### src/rtl/seg7_pkg.sv
// seg7_pkg: shared types, constants and segment lookup for the BCD scanner.
package seg7_pkg;
  typedef enum logic [1:0] {IDLE, SHIFT, DONE} conv_state_t;
  localparam logic [6:0] SEG_BLANK = 7'b1111111;
  localparam int NUM_SLOTS = 4;
  function automatic logic [6:0] seg_of(input logic [3:0] d);
    case (d)
      4'd0: seg_of = 7'b1000000;
      4'd1: seg_of = 7'b1111001;
      4'd2: seg_of = 7'b0100100;
      4'd3: seg_of = 7'b0110000;
      4'd4: seg_of = 7'b0011001;
      4'd5: seg_of = 7'b0010010;
      4'd6: seg_of = 7'b0000010;
      4'd7: seg_of = 7'b1111000;
      4'd8: seg_of = 7'b0000000;
      4'd9: seg_of = 7'b0010000;
      default: seg_of = SEG_BLANK;
    endcase
  endfunction
endpackage

### src/rtl/bin2bcd_seq.sv
// bin2bcd_seq: input register plus sequential double-dabble binary-to-BCD converter.
module bin2bcd_seq
  import seg7_pkg::*;
(
  input  logic        clk,
  input  logic        rst,
  input  logic [7:0]  valor,
  output logic [11:0] bcd,
  output logic        busy
);
  logic [7:0] valor_q, conv_src, cap, sr;
  logic [11:0] scr, adj;
  logic [2:0] iter;
  conv_state_t state;
  always_comb
    adj = {scr[11:8] >= 4'd5 ? scr[11:8] + 4'd3 : scr[11:8],
           scr[7:4]  >= 4'd5 ? scr[7:4]  + 4'd3 : scr[7:4],
           scr[3:0]  >= 4'd5 ? scr[3:0]  + 4'd3 : scr[3:0]};
  assign busy = state != IDLE;
  always_ff @(posedge clk) begin
    if (!rst) begin
      valor_q  <= '0;
      conv_src <= '0;
      cap      <= '0;
      sr       <= '0;
      scr      <= '0;
      iter     <= '0;
      bcd      <= '0;
      state    <= IDLE;
    end else begin
      valor_q <= valor;
      case (state)
        IDLE: if (valor_q != conv_src) begin
          sr    <= valor_q;
          cap   <= valor_q;
          scr   <= '0;
          iter  <= '0;
          state <= SHIFT;
        end
        SHIFT: begin
          {scr, sr} <= {adj, sr} << 1;
          iter      <= iter + 3'd1;
          if (iter == 3'd7) state <= DONE;
        end
        DONE: begin
          bcd      <= scr;
          conv_src <= cap;
          state    <= IDLE;
        end
        default: state <= IDLE;
      endcase
    end
  end
endmodule

### src/rtl/seg7_bcd_scanner.sv
// seg7_bcd_scanner: BCD conversion of a binary count, multiplexed onto a
// 4-digit common-anode display with leading-zero blanking.
module seg7_bcd_scanner
  import seg7_pkg::*;
#(
  parameter int REFRESH_DIV = 100000,
  parameter int WIDTH       = 8
) (
  input  logic             clk,
  input  logic             rst,
  input  logic [WIDTH-1:0] valor,
  output logic [6:0]       seg,
  output logic [3:0]       an,
  output logic [11:0]      bcd,
  output logic             busy
);
  localparam int CW = REFRESH_DIV > 2 ? $clog2(REFRESH_DIV) : 1;
  localparam int SW = $clog2(NUM_SLOTS);
  logic [CW-1:0] cnt;
  logic [SW-1:0] slot;
  logic [3:0] digit, an_n;
  logic [6:0] seg_n;
  logic blank;
  bin2bcd_seq u_conv (
    .clk   (clk),
    .rst   (rst),
    .valor (valor),
    .bcd   (bcd),
    .busy  (busy)
  );
  always_comb begin
    digit = slot == 2'd0 ? bcd[3:0] : slot == 2'd1 ? bcd[7:4] : bcd[11:8];
    blank = slot == 2'd3 || (slot == 2'd1 && bcd[11:4] == 8'd0) || (slot == 2'd2 && bcd[11:8] == 4'd0);
    an_n  = slot == 2'd3 ? 4'b1111 : ~(4'b0001 << slot);
    seg_n = blank ? SEG_BLANK : seg_of(digit);
  end
  always_ff @(posedge clk) begin
    if (!rst) begin
      cnt  <= '0;
      slot <= '0;
      an   <= 4'b1111;
      seg  <= SEG_BLANK;
    end else begin
      cnt  <= cnt == CW'(REFRESH_DIV - 1) ? '0 : cnt + 1'b1;
      slot <= cnt == CW'(REFRESH_DIV - 1) ? slot + 1'b1 : slot;
      an   <= an_n;
      seg  <= seg_n;
    end
  end
endmodule

### config.mk
export PLATFORM = sky130hd
export DESIGN_NAME = seg7_bcd_scanner
export DESIGN_NICKNAME = d
export VERILOG_FILES = /design/src/rtl/seg7_pkg.sv /design/src/rtl/bin2bcd_seq.sv /design/src/rtl/seg7_bcd_scanner.sv
export SDC_FILE = /design/constraint.sdc
export NUM_CORES = 1
export LEC_CHECK = 0
export CORE_ASPECT_RATIO = 0.75
export CORE_MARGIN = 3
export CORE_UTILIZATION = 55
export CTS_CLUSTER_SIZE = 16
export DETAILED_ROUTE_END_ITERATION = 8
export GPL_TIMING_DRIVEN = 0
export HOLD_SLACK_MARGIN = 0.02
export PLACE_DENSITY = 0.73
export SYNTH_ARGS = -nofsm -noshare
export SYNTH_HDL_FRONTEND = slang
export SYNTH_HIERARCHICAL = 1
export SYNTH_SLANG_ARGS = --single-unit
### constraint.sdc
create_clock -name clk -period 2.7 [get_ports clk]
set_input_delay 0.27 -clock clk [delete_from_list [all_inputs] [get_ports clk]]
set_output_delay 0.27 -clock clk [all_outputs]
set_load 0.02 [all_outputs]
# Word level (Yosys, flattened, before mapping)
# Memories as Yosys holds them, arrays and structs flattened. A register that Yosys moved wholly into a read port is not among the register bits.
# Cells that the tools add are included.
# totals
register_bits	84
mem_bits_ro	112
input_bits	10
output_inout_bits	24
wordCells	64
mem_count	1
# classes
add_sub_neg	6
n_lt_le_gt_ge	3
eq_ne	10
shifts	1
mux	14
n_bitwise	2
reduce_logical	16
# mem_list
name	words	width	rd	rd_ports_with_merged_regs	wr	line_no	text
(no name shown)	16	7	1	1	0	seg7_pkg.sv:7	case (d)
# op_table
cell	count
$pmux 12 s2	1
$add 17x1->17 const B	1
$eq 17x17->1 const B	1
$mux 4	4
$pmux 8 s2	1
$ge 4x3->1 const B	3
$mux 12	1
$add 4x2->4 const B	2
$logic_not 8->1	1
$mux 8	1
$ne 8x8->1	1
$eq 2x2->1 const B	3
$mux 3	2
$pmux 3 s2	1
$reduce_and 2->1	3
$reduce_or 2->1	3
$eq 2x1->1 const B	2
$logic_not 2->1	2
$logic_not 4->1	1
$mux 2	2
$ne 2x1->1 const B	2
$not 4->4	1
$pmux 2 s2	1
$reduce_bool 2->1	2
other kinds (8)	10

# Logic depth before layout (Yosys ltp)
# Gate-level depths: netlist (run 1).
# depth
depth_word	5
mapped_depth	8
mapped_depth_nobuf	7

# Cells and area by module
# The synthesis (run 1) kept the hierarchy.
# by_module_without_submodules
module	instances	cells_each	area_each_um2	seq_area_each_um2
bin2bcd_seq	1	298	2526.2	1221.2
seg7_bcd_scanner	1	143	1398.8	600.6

# Worst setup path before layout (run 1)
# No wires, ideal clock.
# synth_timing
kind	flip-flop to flip-flop
start	reg slot[1]
end	reg seg[3]
setup_time_ps	148
arrival_ps	1625
required_time_ps	2552
path_slack_ps	927
path_stages_with_launch	9
synth_period_minus_slack_ps	1773
path_cell_list	dfxtp_1 -> inv_1 -> ha_1 -> buf_6 -> mux2_4 -> mux2i_4 -> nand2_2 -> a21oi_4 -> o311ai_1
# synth_between
elab_chain_cells	5
word_cells_on_any_way	11
classes_between	eq/ne (3); mux (2); reduce/logical (6)
# synth_lines
element	line_no	text
start: declaration	seg7_bcd_scanner.sv:20	logic [SW-1:0] slot;
start signal: assignment	seg7_bcd_scanner.sv:45	slot <= cnt == CW'(REFRESH_DIV - 1) ? slot + 1'b1 : slot;
$eq 2x1->1	seg7_bcd_scanner.sv:32, seg7_bcd_scanner.sv:33	
$logic_and 1x1->1	seg7_bcd_scanner.sv:33	blank = slot == 2'd3 || (slot == 2'd1 && bcd[11:4] == 8'd0) || (slot == 2'd2 && bcd[11:8] == 4'd0);
$logic_or 1x1->1 (2 in a row)	seg7_bcd_scanner.sv:33	
$reduce_or 2->1 (no line)	-	
end: declaration	seg7_bcd_scanner.sv:12	output logic [6:0] seg,
# Several ways; a longest one is shown, not always the timed one.
# A chain may end at the register's enable or synchronous reset.

# Worst setup path in the final report (run 1)
# layout_timing
start	reg u_conv.state[1]
end	out busy
# layout_between
elab_chain_cells	1
# layout_lines
element	line_no	text
start: declaration	bin2bcd_seq.sv:14	conv_state_t state;
start signal: assignment	bin2bcd_seq.sv:29	state <= IDLE;
start signal: assignment	bin2bcd_seq.sv:38	state <= SHIFT;
start signal: assignment	bin2bcd_seq.sv:43	if (iter == 3'd7) state <= DONE;
$reduce_bool 2->1	bin2bcd_seq.sv:19	assign busy = state != IDLE;
end: declaration	seg7_bcd_scanner.sv:15	output logic busy
# Every way passes these cells.

==> results.json, run 1 <==
{
  "place_hpwl_um": 5650,
  "first_iter_violations": 101,
  "yosys-top-cells-count": "dfxtp_1, nand2_1, a21oi_1",
  "rrSetupSlack_ns": 0.74,
  "fin_crit_ns": 2.05,
  "drcViolationCount": 0,
  "leakage_nw": 1.59,
  "wire_per_inst_um": 13.8,
  "cap_violations": 0,
  "antenna_found_initial": 0,
  "clockBufferDepth": 2,
  "grt_pass1_vias": 2874,
  "max_slew_margin_pct": 51.4,
  "final_util_pct": 66.4,
  "pin_count": 34,
  "synth.distinct_cells": 47,
  "fillerInstances": 575,
  "initial_core_util_pct": 57.2,
  "worst_slew_pin_slew_ns": 0.721,
  "dp_cells": 572,
  "ys_top_cells_by_area": "dfxtp_1, nand2_1, a21oi_1",
  "yosysSeqAreaShare_pct": 46.4,
  "grt_max_degree": 15,
  "stdcell_count": 587,
  "ir_worst_vdd_v": 0.000389,
  "post_cts_buffers": 0,
  "dieWidth_um": 104,
  "dpl-instance-area_mm2": 0.00438,
  "syn_inst": 441,
  "seqCellArea_mm2": 0.00182,
  "cts_num_sinks": 91,
  "hp-class": "reg -> reg",
  "finalSetupTns_ns": 0,
  "ys_ff_latch": 91,
  "ys_warn_count": 6,
  "post-synth-top-count-cell": "dfxtp_1",
  "syn_nets": 464,
  "cpPeakStageDelay_ns": 0.55,
  "multi_input_area_mm2": 0.00193,
  "dr_total_vias": 3160,
  "layout-drive-gt1-share_pct": 7.16,
  "via_per_inst": 5.38,
  "worstSetupStartpointType": "flip-flop",
  "ctsResizeCount": 0,
  "hold_ws_ns": 0.458,
  "cpLargestDelayFamily": "buffers and inverters",
  "powerDensity_mw_per_mm2": 536,
  "clk_latency_ns": 0.35,
  "synth_top_area_share_pct": 46.4,
  "final_area_mm2": 0.00456,
  "die_area_mm2": 0.00820,
  "clock-skew-final_ns": 0.00799,
  "routed_wl_um": 8090,
  "fp-row-count": 26,
  "htreeDepth": 3,
  "grt_pass1_wl_um": 13500,
  "synth.cell_area_mm2": 0.00393,
  "path_buf_inv": 2,
  "status": "finished, final reports clean",
  "cp.arrival_ns": 1.78,
  "die_height_um": 79.2,
  "first_pass_iters": 5,
  "gp_congestion": 0.811,
  "clk_pin_slew_ns": 0.08,
  "cp_slowest_cell": "clkdlybuf4s50_1",
  "fmax_ghz": 0.489,
  "core_region_area_mm2": 0.00686,
  "syn2layout_area_growth_pct": 16.1,
  "drv_slew": 0,
  "synth_flop_cell": "dfxtp_1",
  "overflow": 0,
  "synth_edf_count": 0,
  "postSynthAreaPerCell_um2": 8.90,
  "track_usage_pct": 20.1,
  "diodes": 0,
  "postCtsHoldBufs": 0,
  "endpoint_kind": "primary output",
  "cts-root-buf": "clkbuf_8",
  "cp.required_ns": 2.43,
  "async_reset_ff_share_pct": 0,
  "rsz0062_at_grt": "false",
  "path_cells": "nor2_2 -> inv_1 -> clkdlybuf4s50_1",
  "tritoncts": "done",
  "io_buffers": 33,
  "cts_buffers": 9,
  "nets": 508,
  "antenna_left": 0,
  "min_period_over_period_pct": 75.8,
  "synth_top_cell_by_area": "dfxtp_1",
  "hold_violations": 0,
  "path_class": "reg -> out",
  "setup_viol_count_final": 0,
  "crit_fanout": 10
}
## final timing paths
| kind | to | startpoint | cells past startpoint |
|---|---|---|---|
| max | busy | u_conv/state[1] | 3 |
| min | u_conv/cap[7] | u_conv/cap[7] | 2 |
| max reg2reg | seg[4] | slot[1] | 8 |
| min reg2reg | u_conv/cap[7] | u_conv/cap[7] | 2 |
## sequential cells by signal, summed over array words and instances (netlist names)
| register | cells |
|---|---|
| u_conv/valor_q | 8 |
| u_conv/iter | 3 |
| u_conv/cap | 8 |
| slot | 2 |
| u_conv/sr | 8 |
| u_conv/state | 2 |
| u_conv/scr | 12 |
| cnt | 17 |
| seg | 7 |
| u_conv/bcd | 12 |
| an | 4 |
| u_conv/conv_src | 8 |
## layout by cell type (no fill, tap or decap), types with 9 or more instances in the layout
master / instances
dfxtp_1: 91
ha_1: 13
inv_1: 10
o211ai_1: 9
nand2b_1: 10
a31oi_1: 12
nor2_1: 27
clkdlybuf4s50_1: 33
clkbuf_1: 13
xnor2_1: 17
and2_1: 11
a21oi_1: 43
nand2_1: 70
xor2_1: 14
clkbuf_8: 11
nand3_1: 35
## tightest hold or removal path: stages (launching register included)
cell and delay, ns:
dfxtp_1 0.31, nand2_1 0.05, a21oi_1 0.05
## metrics by stage
stage | worst slack (ns) | power [mW]
finish | 0.654 | 2.44
global route | 0.530 | 2.54
CTS | 0.616 | 2.46
detailed placement | 0.573 | 1.63
global placement | 0.616 | 1.63
floorplan | 0.927 | 1.56
## logic make-up after synthesis
group | synth area share [%]
buffers and inverters | 4.37
XOR/XNOR | 6.92
flip-flops | 46.4
adder cells (fa/ha/maj) | 4.14
other | 0.0955
AO/OA/AOI/OAI | 12.4
AND/OR/NAND/NOR | 23.0
multiplexers | 2.68
## layer usage
metal  GRT usage (%)  vias up  share of wire [%]
met5               0        -                  0
met4            4.65        0               0.46
met3            5.69        4                5.6
met2            33.6       81                 46
met1            26.3     1486                 48
li1                -     1589                  -
## power by group
group          internal, mW  switching (mW)  total, mW
logic                0.0796           0.125      0.205
clock network         0.382           0.459      0.841
registers              1.38          0.0211       1.40
total                  1.84           0.606       2.44
## layout make-up
class                   instances  share of cell area [%]
clock inverters                 3                   0.522
well taps                      98                    2.69
inverters                      11                   0.906
flip-flops and latches         91                    40.0
plain buffers                  22                    2.86
clock buffers                  12                    3.40
multi-input cells             317                    42.4
repair buffers                 33                    7.25
Note: power is estimated with default switching activity, not from simulation.
==> run 2: changes to the inputs <==
Clock period 2.7 ns to 2 ns, I/O delays scaled along.
==> results.json, run 2 (synthesized netlist as in run 1, its figures left out) <==
{
  "dieWidth_um": 104,
  "path_cells": "inv_1 -> ha_1 -> buf_6 -> mux2_4 -> mux2i_4 -> nand2b_1 -> nand4b_1 -> o311ai_1",
  "htreeDepth": 3,
  "nets": 512,
  "die_height_um": 79.2,
  "endpoint_kind": "flip-flop",
  "grt_pass1_vias": 2874,
  "r2r_start": "slot[1]",
  "hold_depth": 2,
  "min_from": "valor[1]",
  "leakage_nw": 1.61,
  "cpLargestDelayFamily": "multiplexers",
  "min_period_over_period_pct": 95.4,
  "postCtsHoldBufs": 0,
  "via_per_inst": 5.36,
  "antenna_left": 0,
  "power.total_mw": 3.29,
  "dr_total_vias": 3168,
  "worstSetupStartpointType": "flip-flop",
  "mostFrequentLayoutCell": "dfxtp_1",
  "status": "finished, final reports clean",
  "gp_congestion": 0.811,
  "cpPeakStageDelay_ns": 0.36,
  "worst_slew_pin_slew_ns": 0.603,
  "syn2layout_area_growth_pct": 17.0,
  "switching_share_pct": 24.7,
  "pin_count": 34,
  "timing.rr.end": "seg[3]",
  "drv_slew": 0,
  "core_region_area_mm2": 0.00686,
  "cts_num_sinks": 91,
  "top_register": "cnt",
  "hp-class": "in -> reg",
  "hold_violations": 0,
  "fp-row-count": 26,
  "first_iter_violations": 85,
  "track_usage_pct": 20.2,
  "place_hpwl_um": 5650,
  "clk_pin_slew_ns": 0.09,
  "clock-skew-final_ns": 0.00686,
  "setup_viol_count_final": 0,
  "top_regs": "cnt (17), u_conv/bcd (12), u_conv/scr (12)",
  "drcViolationCount": 0,
  "final_cell_mix": "dfxtp_1, nand2_1, a21oi_1",
  "grt_max_degree": 15,
  "powerDensity_mw_per_mm2": 717,
  "setup_ws_ns": 0.0918,
  "routed_wl_um": 8210,
  "internal-power_mw": 2.48,
  "comb_power_share_pct": 8.4,
  "p_sw_uw": 813,
  "overflow": 0,
  "wire_per_inst_um": 13.9,
  "cp.arrival_ns": 2.16,
  "cp_slowest_cell": "dfxtp_2",
  "rrSetupSlack_ns": 0.09,
  "final_area_mm2": 0.00459,
  "ir_worst_vdd_v": 0.000524,
  "first_pass_iters": 5,
  "clk_latency_ns": 0.35,
  "crit_fanout": 6,
  "tritoncts": "done",
  "largest_reg_flops": 17,
  "seqPwrFrac_pct": 57.3,
  "max_slew_margin_pct": 59.5,
  "fin_crit_ns": 1.91,
  "io_buffers": 33,
  "diodes": 0,
  "antenna_found_initial": 0,
  "reg2reg_depth": 8,
  "dpl-instance-area_mm2": 0.00438,
  "clockBufferDepth": 2,
  "path_buf_inv": 2,
  "cts-root-buf": "clkbuf_8",
  "layout-drive-gt1-share_pct": 8.11,
  "die_area_mm2": 0.00820,
  "power_frac_clock_pct": 34.3,
  "path_class": "reg -> reg",
  "post-place-ws_ns": -0.0567,
  "cp.required_ns": 2.25,
  "cap_violations": 0,
  "grt_pass1_wl_um": 13500,
  "hold_path_end": "u_conv/valor_q[1]",
  "initial_core_util_pct": 57.2,
  "fmax_ghz": 0.524,
  "cts_buffers": 9
}
-- run 2: area by class of cell --
cell class / instances / area, um2
plain buffers: 22 / 130
clock buffers: 12 / 155
clock inverters: 3 / 23.8
fillers: 575 / 2270
inverters: 11 / 41.3
multi-input cells: 317 / 1940
flip-flops and latches: 91 / 1820
well taps: 98 / 123
repair buffers: 37 / 360
-- run 2: worst max-delay path by stage --
stage,startpoint,to,slack [ns],depth (start not counted)
2_1_floorplan,slot[1],seg[3],0.23,8
3_3_place_gp,rst,seg[4],-0.01,5
3_5_place_dp,rst,seg[4],-0.06,5
4_1_cts,slot[1],seg[4],0.03,8
5_1_grt,slot[1],seg[3],-0.05,7
6_report,slot[1],seg[3],0.09,8
-- run 2: power groups by stage --
stage / clock network (mW) / logic (mW) / registers [mW]
detailed placement: 0 / 0.275 / 1.93
global placement: 0 / 0.270 / 1.93
CTS: 1.16 / 0.276 / 1.89
finish: 1.13 / 0.276 / 1.89
floorplan: 0 / 0.171 / 1.93
global route: 1.24 / 0.299 / 1.89
-- run 2: timing repair --
action / in CTS / in global routing
buffers inserted: 0 / 4
pin swaps: 0 / 1
gates cloned: 0 / 0
endpoints found under the setup margin: 1 / 7
gates resized for setup: 1 / 3
-- run 2: per-stage QoR --
stage | setup TNS [ns] | instances | hold slack, ns | util, %
5_1_grt | -0.0602 | 591 | 0.407 | 66.9
2_1_floorplan | 0 | 441 | 0.322 | -
6_report | 0 | 591 | 0.419 | 66.9
3_5_place_dp | -0.117 | 572 | 0.448 | 63.8
3_3_place_gp | -0.0243 | 572 | 0.442 | 63.8
4_1_cts | 0 | 587 | 0.401 | 66.5
-- run 2: per-layer routing --
layer	vias up	track usage, %	part of all wire, %
li1	1598	-	-
met2	100	33.6	44
met5	-	0	0
met3	9	5.69	6.0
met4	0	4.65	1.0
met1	1461	26.3	49
